==> src/rtl/quant_4x4.sv <==
// H.264 forward quantizer for one 4x4 block of transform coefficients.
// Captures a block, quantizes one coefficient per cycle, then holds the levels until the consumer takes them.
module quant_4x4 #(
   parameter int unsigned IN_BITS  = 32,
   parameter int unsigned OUT_BITS = 16
) (
   input  logic                       clk_i,
   input  logic                       reset_ni,
   input  logic                       in_valid_i,
   output logic                       in_ready_o,
   input  logic signed [IN_BITS-1:0]  coeffs_i [16],
   input  logic        [5:0]          qp_i,
   input  logic                       intra_i,
   output logic                       out_valid_o,
   input  logic                       out_ready_i,
   output logic signed [OUT_BITS-1:0] levels_o [16],
   output logic        [4:0]          nz_count_o
);

   localparam int unsigned PROD_W = IN_BITS + 16;
   localparam int unsigned MF_W   = 14;
   localparam int unsigned F_W    = 24;
   localparam logic [PROD_W-1:0] MAG_MAX = (PROD_W'(1) << (OUT_BITS - 1)) - PROD_W'(1);

   typedef enum logic [1:0] {ST_IDLE, ST_BUSY, ST_DONE} state_e;

   state_e                     state_q, state_d;
   logic        [3:0]          cnt_q, cnt_d;
   logic signed [IN_BITS-1:0]  coef_q [16];
   logic signed [IN_BITS-1:0]  coef_d [16];
   logic        [3:0]          qp_div_q, qp_div_d;
   logic        [2:0]          qp_mod_q, qp_mod_d;
   logic                       intra_q, intra_d;
   logic signed [OUT_BITS-1:0] levels_q [16];
   logic signed [OUT_BITS-1:0] levels_d [16];
   logic        [4:0]          nz_q, nz_d;
   logic                       in_ready_q, in_ready_d;
   logic                       out_valid_q, out_valid_d;

   logic        [5:0]          qp_cl_c;
   logic signed [IN_BITS:0]    w_ext_c;
   logic        [IN_BITS:0]    abs_w_c;
   logic                       is_a_c, is_b_c;
   logic        [MF_W-1:0]     mf_c;
   logic        [F_W-1:0]      f_intra_c, f_c;
   logic        [4:0]          qbits_c;
   logic        [PROD_W-1:0]   sum_c, mag_c;
   logic        [OUT_BITS-1:0] mag_sat_c;
   logic signed [OUT_BITS-1:0] lvl_c;

   // Datapath for the coefficient selected by the counter.
   always_comb begin
      w_ext_c = (IN_BITS+1)'(coef_q[cnt_q]);
      abs_w_c = w_ext_c[IN_BITS] ? $unsigned(-w_ext_c) : $unsigned(w_ext_c);
      is_a_c  = ~cnt_q[0] & ~cnt_q[2];
      is_b_c  =  cnt_q[0] &  cnt_q[2];
      mf_c    = '0;
      case (qp_mod_q)
         3'd0:    mf_c = is_a_c ? 14'd13107 : (is_b_c ? 14'd5243 : 14'd8066);
         3'd1:    mf_c = is_a_c ? 14'd11916 : (is_b_c ? 14'd4660 : 14'd7490);
         3'd2:    mf_c = is_a_c ? 14'd10082 : (is_b_c ? 14'd4194 : 14'd6554);
         3'd3:    mf_c = is_a_c ? 14'd9362  : (is_b_c ? 14'd3647 : 14'd5825);
         3'd4:    mf_c = is_a_c ? 14'd8192  : (is_b_c ? 14'd3355 : 14'd5243);
         3'd5:    mf_c = is_a_c ? 14'd7282  : (is_b_c ? 14'd2893 : 14'd4559);
         default: mf_c = '0;
      endcase
      // floor(2^qbits/3); the inter offset floor(2^qbits/6) is exactly half of it, floored
      f_intra_c = '0;
      case (qp_div_q)
         4'd0:    f_intra_c = 24'd10922;
         4'd1:    f_intra_c = 24'd21845;
         4'd2:    f_intra_c = 24'd43690;
         4'd3:    f_intra_c = 24'd87381;
         4'd4:    f_intra_c = 24'd174762;
         4'd5:    f_intra_c = 24'd349525;
         4'd6:    f_intra_c = 24'd699050;
         4'd7:    f_intra_c = 24'd1398101;
         4'd8:    f_intra_c = 24'd2796202;
         default: f_intra_c = '0;
      endcase
      f_c       = intra_q ? f_intra_c : (f_intra_c >> 1);
      qbits_c   = 5'd15 + {1'b0, qp_div_q};
      sum_c     = PROD_W'(abs_w_c) * PROD_W'(mf_c) + PROD_W'(f_c);
      mag_c     = sum_c >> qbits_c;
      mag_sat_c = (mag_c > MAG_MAX) ? OUT_BITS'(MAG_MAX) : mag_c[OUT_BITS-1:0];
      lvl_c     = w_ext_c[IN_BITS] ? -$signed(mag_sat_c) : $signed(mag_sat_c);
   end

   assign qp_cl_c = (qp_i > 6'd51) ? 6'd51 : qp_i;

   // Next-state and register updates.
   always_comb begin
      state_d  = state_q;
      cnt_d    = cnt_q;
      coef_d   = coef_q;
      qp_div_d = qp_div_q;
      qp_mod_d = qp_mod_q;
      intra_d  = intra_q;
      levels_d = levels_q;
      nz_d     = nz_q;
      case (state_q)
         ST_IDLE: begin
            if (in_valid_i && in_ready_q) begin
               coef_d   = coeffs_i;
               qp_div_d = 4'(qp_cl_c / 6'd6);
               qp_mod_d = 3'(qp_cl_c % 6'd6);
               intra_d  = intra_i;
               nz_d     = '0;
               cnt_d    = '0;
               state_d  = ST_BUSY;
            end
         end
         ST_BUSY: begin
            levels_d[cnt_q] = lvl_c;
            nz_d            = nz_q + 5'(lvl_c != '0);
            cnt_d           = cnt_q + 4'd1;
            if (cnt_q == 4'd15) state_d = ST_DONE;
         end
         ST_DONE: begin
            if (out_ready_i) state_d = ST_IDLE;
         end
         default: state_d = ST_IDLE;
      endcase
      in_ready_d  = (state_d == ST_IDLE);
      out_valid_d = (state_d == ST_DONE);
   end

   always_ff @(posedge clk_i) begin
      if (!reset_ni) begin
         state_q     <= ST_IDLE;
         cnt_q       <= '0;
         coef_q      <= '{default: '0};
         qp_div_q    <= '0;
         qp_mod_q    <= '0;
         intra_q     <= 1'b0;
         levels_q    <= '{default: '0};
         nz_q        <= '0;
         in_ready_q  <= 1'b1;
         out_valid_q <= 1'b0;
      end else begin
         state_q     <= state_d;
         cnt_q       <= cnt_d;
         coef_q      <= coef_d;
         qp_div_q    <= qp_div_d;
         qp_mod_q    <= qp_mod_d;
         intra_q     <= intra_d;
         levels_q    <= levels_d;
         nz_q        <= nz_d;
         in_ready_q  <= in_ready_d;
         out_valid_q <= out_valid_d;
      end
   end

   assign in_ready_o  = in_ready_q;
   assign out_valid_o = out_valid_q;
   assign levels_o    = levels_q;
   assign nz_count_o  = nz_q;

endmodule

==> config.mk <==
export PLATFORM = sky130hd
export DESIGN_NAME = quant_4x4
export DESIGN_NICKNAME = d
export VERILOG_FILES = /design/src/rtl/quant_4x4.sv
export SDC_FILE = /design/constraint.sdc
export NUM_CORES = 2
export LEC_CHECK = 0
export ABC_AREA = 1
export CAP_MARGIN = 20
export CELL_PAD_IN_SITES_DETAIL_PLACEMENT = 1
export CELL_PAD_IN_SITES_GLOBAL_PLACEMENT = 1
export CORE_MARGIN = 2
export CORE_UTILIZATION = 42
export CTS_CLUSTER_DIAMETER = 100
export DETAILED_ROUTE_END_ITERATION = 8
export DONT_BUFFER_PORTS = 1
export PLACE_DENSITY = 0.8
export SKIP_LAST_GASP = 1
export SLEW_MARGIN = 20
export SYNTH_ARGS = -nofsm -noshare
export SYNTH_HDL_FRONTEND = slang
export SYNTH_SLANG_ARGS = --single-unit
==> constraint.sdc <==
create_clock -name clk_i -period 12.3 [get_ports clk_i]
set_input_delay 1.23 -clock clk_i [delete_from_list [all_inputs] [get_ports clk_i]]
set_output_delay 1.23 -clock clk_i [all_outputs]
set_load 0.05 [all_outputs]
### After elaboration in Yosys (flattened, before gate mapping)

Memories as Yosys holds them, arrays and structs flattened. A register that Yosys moved wholly into a read port is not among the register bits.
Index checks and enable logic that the tools add are counted.

| storage, ports and cells | value |
|---|---|
| memories kept | 1 |
| ROM bits | 352 |
| output and inout bits | 263 |
| register bits after elaboration | 789 |
| logic and storage cells | 113 |
| bits of input ports | 523 |

| cells by class | value |
|---|---|
| bitwise operators | 5 |
| magnitude comparators | 4 |
| equal/unequal tests | 10 |
| reductions and logical operators | 9 |
| mux-type cells | 34 |
| div/mod/pow operators | 2 |
| shifts and indexed selects | 1 |
| $mul | 1 |
| $add $sub $neg | 6 |

Memory list:

| name | depth | bits a word | rd ports | clocked after memory_dff | write ports | RTL line | text |
|---|---|---|---|---|---|---|---|
| (no name shown) | 16 | 22 | 1 | 1 | 0 | 69 | `case (qp_div_q)` |

Operator list:

| operator | number |
|---|---|
| 256-bit bitwise mux | 1 |
| 32-bit binary-select mux with 4-bit select | 1 |
| 14-bit case mux with 6 select lines | 1 |
| 14-bit 2-to-1 mux | 5 |
| 16-bit demux with 4-bit select | 1 |
| 32-bit 2-to-1 mux | 2 |
| 13-bit 2-to-1 mux | 4 |
| 47-bit by 24-bit adder with 48-bit output | 1 |
| 48-bit by 15-bit greater-than comparator with 1-bit output (second input constant) | 1 |
| 16-bit 2-to-1 mux | 3 |
| 48-bit by 5-bit >> shifter with 48-bit output | 1 |
| 33-bit by 14-bit multiplier with 47-bit output | 1 |
| 12-bit 2-to-1 mux | 3 |
| 33-bit 2-to-1 mux | 1 |
| 32-bit negation with 33-bit output | 1 |
| 24-bit 2-to-1 mux | 1 |
| 16-bit negation | 1 |
| 16-bit nonzero test | 1 |
| 4-bit 2-to-1 mux | 3 |
| 5-bit case mux with 2 select lines | 1 |
| 4-bit case mux with 2 select lines | 1 |
| 6-bit by 3-bit divider with 6-bit output (second input constant) | 1 |
| 3-bit by 2-bit equality test with 1-bit output (second input constant) | 2 |
| 3-bit equality test (second input constant) | 2 |
| 24 further kinds | 32 |

### Depth between registers and ports, before layout

| logic depth | value |
|---|---|
| depth after elaboration | 16 |
| gate-level depth with buffers | 83 |
| depth with buffers taken out | 80 |

### Worst setup path after synthesis

Ideal clock, no wire load.

| timing | value |
|---|---|
| kind | register to register |
| start | register cnt_q[0] |
| end | register nz_q[4], in the netlist nz_count_o[4] |
| library setup time | 0.117 ns |
| path buffers | 11 |
| data required time | 12.183 ns |
| path slack | 0.613 ns |
| cell stages (with the launch flop) | 67 |
| period minus slack after synthesis | 11.687 ns |
| arrival time | 11.570 ns |
| cell sequence | dfxtp_1 > inv_2 > buf_4 > buf_2 > buf_4 > buf_2 > buf_2 > buf_2 > clkbuf_1 > clkbuf_1 > ha_1 > inv_1 > nand2_1 > o21ai_0 > nor4_1 > clkinv_1 > clkbuf_1 > nand2_1 > [31 not listed] > ha_1 > nand2_1 > nor2_1 > nand3_2 > nand2_4 > nand3_1 > nand2_1 > nand2_2 > nand2_1 > inv_1 > nand3_1 > ha_1 > ha_1 > nand2_1 > nor3_1 > nand2_1 > nand2_1 > a21oi_1 |

| on the way | value |
|---|---|
| longest elaborated chain between the ends | 16 |
| elaborated cells on any way between the ends | 32 |
| those cells by class | add/sub: 4; mul: 1; order compare: 1; shift: 1; mux: 20; bitwise: 4; reduce/logical: 1 |

RTL lines:

| element | RTL line | text |
|---|---|---|
| start, declared | 28 | `logic [3:0] cnt_q, cnt_d;` |
| start signal, assigned | 142 | `cnt_q <= cnt_d;` |
| 4-bit NOT with 5-bit output (not written as such) | 53 | `w_ext_c = (IN_BITS+1)'(coef_q[cnt_q]);` |
| 32-bit binary-select mux with 4-bit select | 53 |  |
| 32-bit 2-to-1 mux (not written as such) (2 in a row) | 53 |  |
| 32-bit negation with 33-bit output | 54 | `abs_w_c = w_ext_c[IN_BITS] ? $unsigned(-w_ext_c) : $unsigned(w_ext_c);` |
| 33-bit 2-to-1 mux | 54 |  |
| 33-bit by 14-bit multiplier with 47-bit output | 83 | `sum_c = PROD_W'(abs_w_c) * PROD_W'(mf_c) + PROD_W'(f_c);` |
| 47-bit by 24-bit adder with 48-bit output | 83 |  |
| 48-bit by 5-bit >> shifter with 48-bit output | 84 | `mag_c = sum_c >> qbits_c;` |
| 48-bit by 15-bit greater-than comparator with 1-bit output | 85 | `mag_sat_c = (mag_c > MAG_MAX) ? OUT_BITS'(MAG_MAX) : mag_c[OUT_BITS-1:0];` |
| 16-bit 2-to-1 mux | 85 |  |
| 16-bit negation | 86 | `lvl_c = w_ext_c[IN_BITS] ? -$signed(mag_sat_c) : $signed(mag_sat_c);` |
| 16-bit 2-to-1 mux (*) | 86 |  |
| 16-bit nonzero test (*) | 115 | `nz_d = nz_q + 5'(lvl_c != '0);` |
| 5-bit by 1-bit adder with 5-bit output (*) | 115 |  |
| 5-bit case mux with 2 select lines (*) | 101 | `case (state_q)` |
| end signal, assigned | 148 | `nz_q <= nz_d;` |
| end, declared | 36 | `logic [4:0] nz_q, nz_d;` |

Every way passes the cells marked *; elsewhere a longest branch is shown, timed or not. The select of a mux whose other input is x is not followed.
A chain may end at the register's enable or synchronous reset.

### Worst setup path in the final report

Ends and elaborated chain as after synthesis.

==> flow_summary.ini <==
[hold_path]
min_path_type = flip-flop to flip-flop

[logic_synthesis]
synth-main-ff-cell = dfxtp_1
synth_warnings = 0
synth_cell_types = 56
synth_top_area_cell = dfxtp_1
synth_top_cell_area_share_pct = 31.8
synth_async_sr_flop_share_pct = 0
netlist_area_sq_um = 50300
syn_inst = 6940
ys_ff_latch = 798
syn_avg_cell_area_sq_um = 7.25
synth-seq-area-share_pct = 31.8
netlist_top_cells_area = dfxtp_1, fa_1, nor2_1
synth_edf_count = 0

[drt]
via_per_inst = 5.67
drc = 0
ant_nets = 0
first_pass_iters = 5
wl_microns = 211000
drt_iter0_markers = 4054
wl_per_cell_microns = 24.5
vias = 48800

[sta]
period_needed_ns = 11.78
drv_slew = 0
hold_viol = 0
worstMarginPinSlew_ns = 1.14
relSlewSlack_pct = 23.2
fin_crit_sh_pct = 95.7
setup_viol = 0
max_freq_mhz = 84.9
finalClockSkew_ns = 0.0625
hold_slack_ns = 0.467

[grt]
track_usage_pct = 32.8
grt_pass1_wl_microns = 306000
grt_pass1_vias = 49500
gr-total-overflow = 0
grt_max_degree = 776
antenna_found_initial = 101

[final_layout]
syn2layout_area_growth_pct = 13.3
seqCellArea_sq_um = 16000
mostFrequentLayoutCells = nor2_1, o21ai_0, nand2_1
layoutNonFillerInstCount = 8607
fillCellCount = 14800
nets = 7917
utilization_pct = 48.1
layout_commonest_cell = nor2_1
multi_input_comb_area_sq_um = 30500
layout-drive-gt1-share_pct = 9.87

[placement]
gp_congestion = 0.965
place_inst = 8320
dp_hpwl_microns = 157000
io_buffers = 0

[worst_setup_path]
slowest_delay_ns = 0.56
required_ns = 12.93
arrival_ns = 12.40
critPathSlowestCell = fa_1
startpoint_type = flip-flop
criticalPathCategory = flip-flop to flip-flop
cp_common_cell = nand2_1
crit_fanout = 24
end_kind = flip-flop

[floorplan]
ios = 786
start_util_pct = 42.5
die_h_microns = 350
dieArea_sq_um = 123000
coreArea_sq_um = 118000
dieWidth_microns = 350
rows = 126

[clock_network]
clock_latency_ns = 0.74
numCtsBuffers = 89
clockRootBuffer = clkbuf_16
clk_pin_slew_ns = 0.06
clock-sinks = 798
h-tree-depth = 3
clockBufferDepth = 3
postCtsHoldBufs = 0
cts_tree = done

[run_status]
status = finished, final reports clean

[run]
max-cap-violations = 0
==> cells by family (layout without fill, tap and decap cells) <==
kind of cell / after synthesis / in the layout / synth area share [%]
other cells: 2 / 82 / 0.0149
buf+inv: 1183 / 1170 / 9.12
mux: 8 / 8 / 0.159
fa+ha+maj: 527 / 527 / 18.9
flops: 798 / 798 / 31.8
compound gates: 1570 / 1570 / 17.1
simple gates: 2821 / 2821 / 22.4
xor+xnor: 31 / 31 / 0.540
==> cell usage after synthesis (13+ instances only) <==
cell and n:
a21oi_1 235, a21oi_2 40, a31oi_1 19, buf_2 48, clkbuf_1 364, clkinv_1 13, dfxtp_1 798, fa_1 391
ha_1 136, inv_1 714, inv_2 17, nand2_1 837, nand2_2 19, nand3_1 178, nand4_1 48, nor2_1 1660
nor3_1 25, nor4_1 16, o211ai_1 106, o21ai_0 989, o22ai_1 126, xor2_1 23
==> cell type report <==
class,instances,area share [%]
Antenna cell,67,0.294
Clock buffer,123,4.45
Clock inverter,41,1.15
Inverter,744,5.00
Multi-Input combinational cell,4972,53.5
Sequential cell,798,28.1
Tap cell,1600,3.51
Timing Repair Buffer,258,3.95
Timing Repair inverter,4,0.112
==> stage by stage <==
step                      area, sq um  setup slack, ns  TNS [ns]
after floorplan                 50300            0.613         0
after global placement          52400            0.291         0
after detailed placement        52400           0.0351         0
after CTS                       55600            0.146         0
after global routing            56900           -0.157    -0.300
final                           57000            0.523         0
==> path summary, 6_finish.rpt <==
kind	start	endpoint	slack [ns]	cells after the start
max reg2reg	cnt_q[0]	nz_count_o[4]	0.52	74
max	cnt_q[0]	nz_count_o[4]	0.52	74
min reg2reg	coef_q[128]	coef_q[128]	0.47	2
min	coef_q[128]	coef_q[128]	0.47	2
==> state kept, by name (all words and copies together) (netlist names) <==
name / cells
cnt_q: 4
coef_q: 512
f_intra_c: 9
in_ready_o: 1
intra_q: 1
levels_o: 256
nz_count_o: 5
out_valid_o: 1
qp_div_q: 4
qp_mod_q: 3
state_q: 2
==> layer usage <==
metal | global-route usage [%] | up-vias | wire (microns)
li1 | - | 22100 | -
met5 | 0 | - | 365
met2 | 53.3 | 1930 | 98400
met1 | 40.7 | 24100 | 83500
met4 | 17.0 | 56 | 11900
met3 | 7.54 | 590 | 16700
==> worst max-delay path, delay by kind of cell, from the launching register on <==
kind	cells	cell delay [ns]
AO/OA/AOI/OAI	7	1.06
AND/OR/NAND/NOR	41	4.45
buffers and inverters	15	1.40
adder cells (fa/ha/maj)	10	4.00
XOR/XNOR	1	0.19
flip-flops	1	0.53
==> what timing repair did <==
item,4_1_cts,5_1_grt
resized for setup,1,182
setup endpoints to repair,2,206
setup buffers,0,47
pin swaps,0,51
cloned,0,6
Power is not shown: default switching activity piles up to over one toggle a cycle in this logic, so the estimate is an artifact.
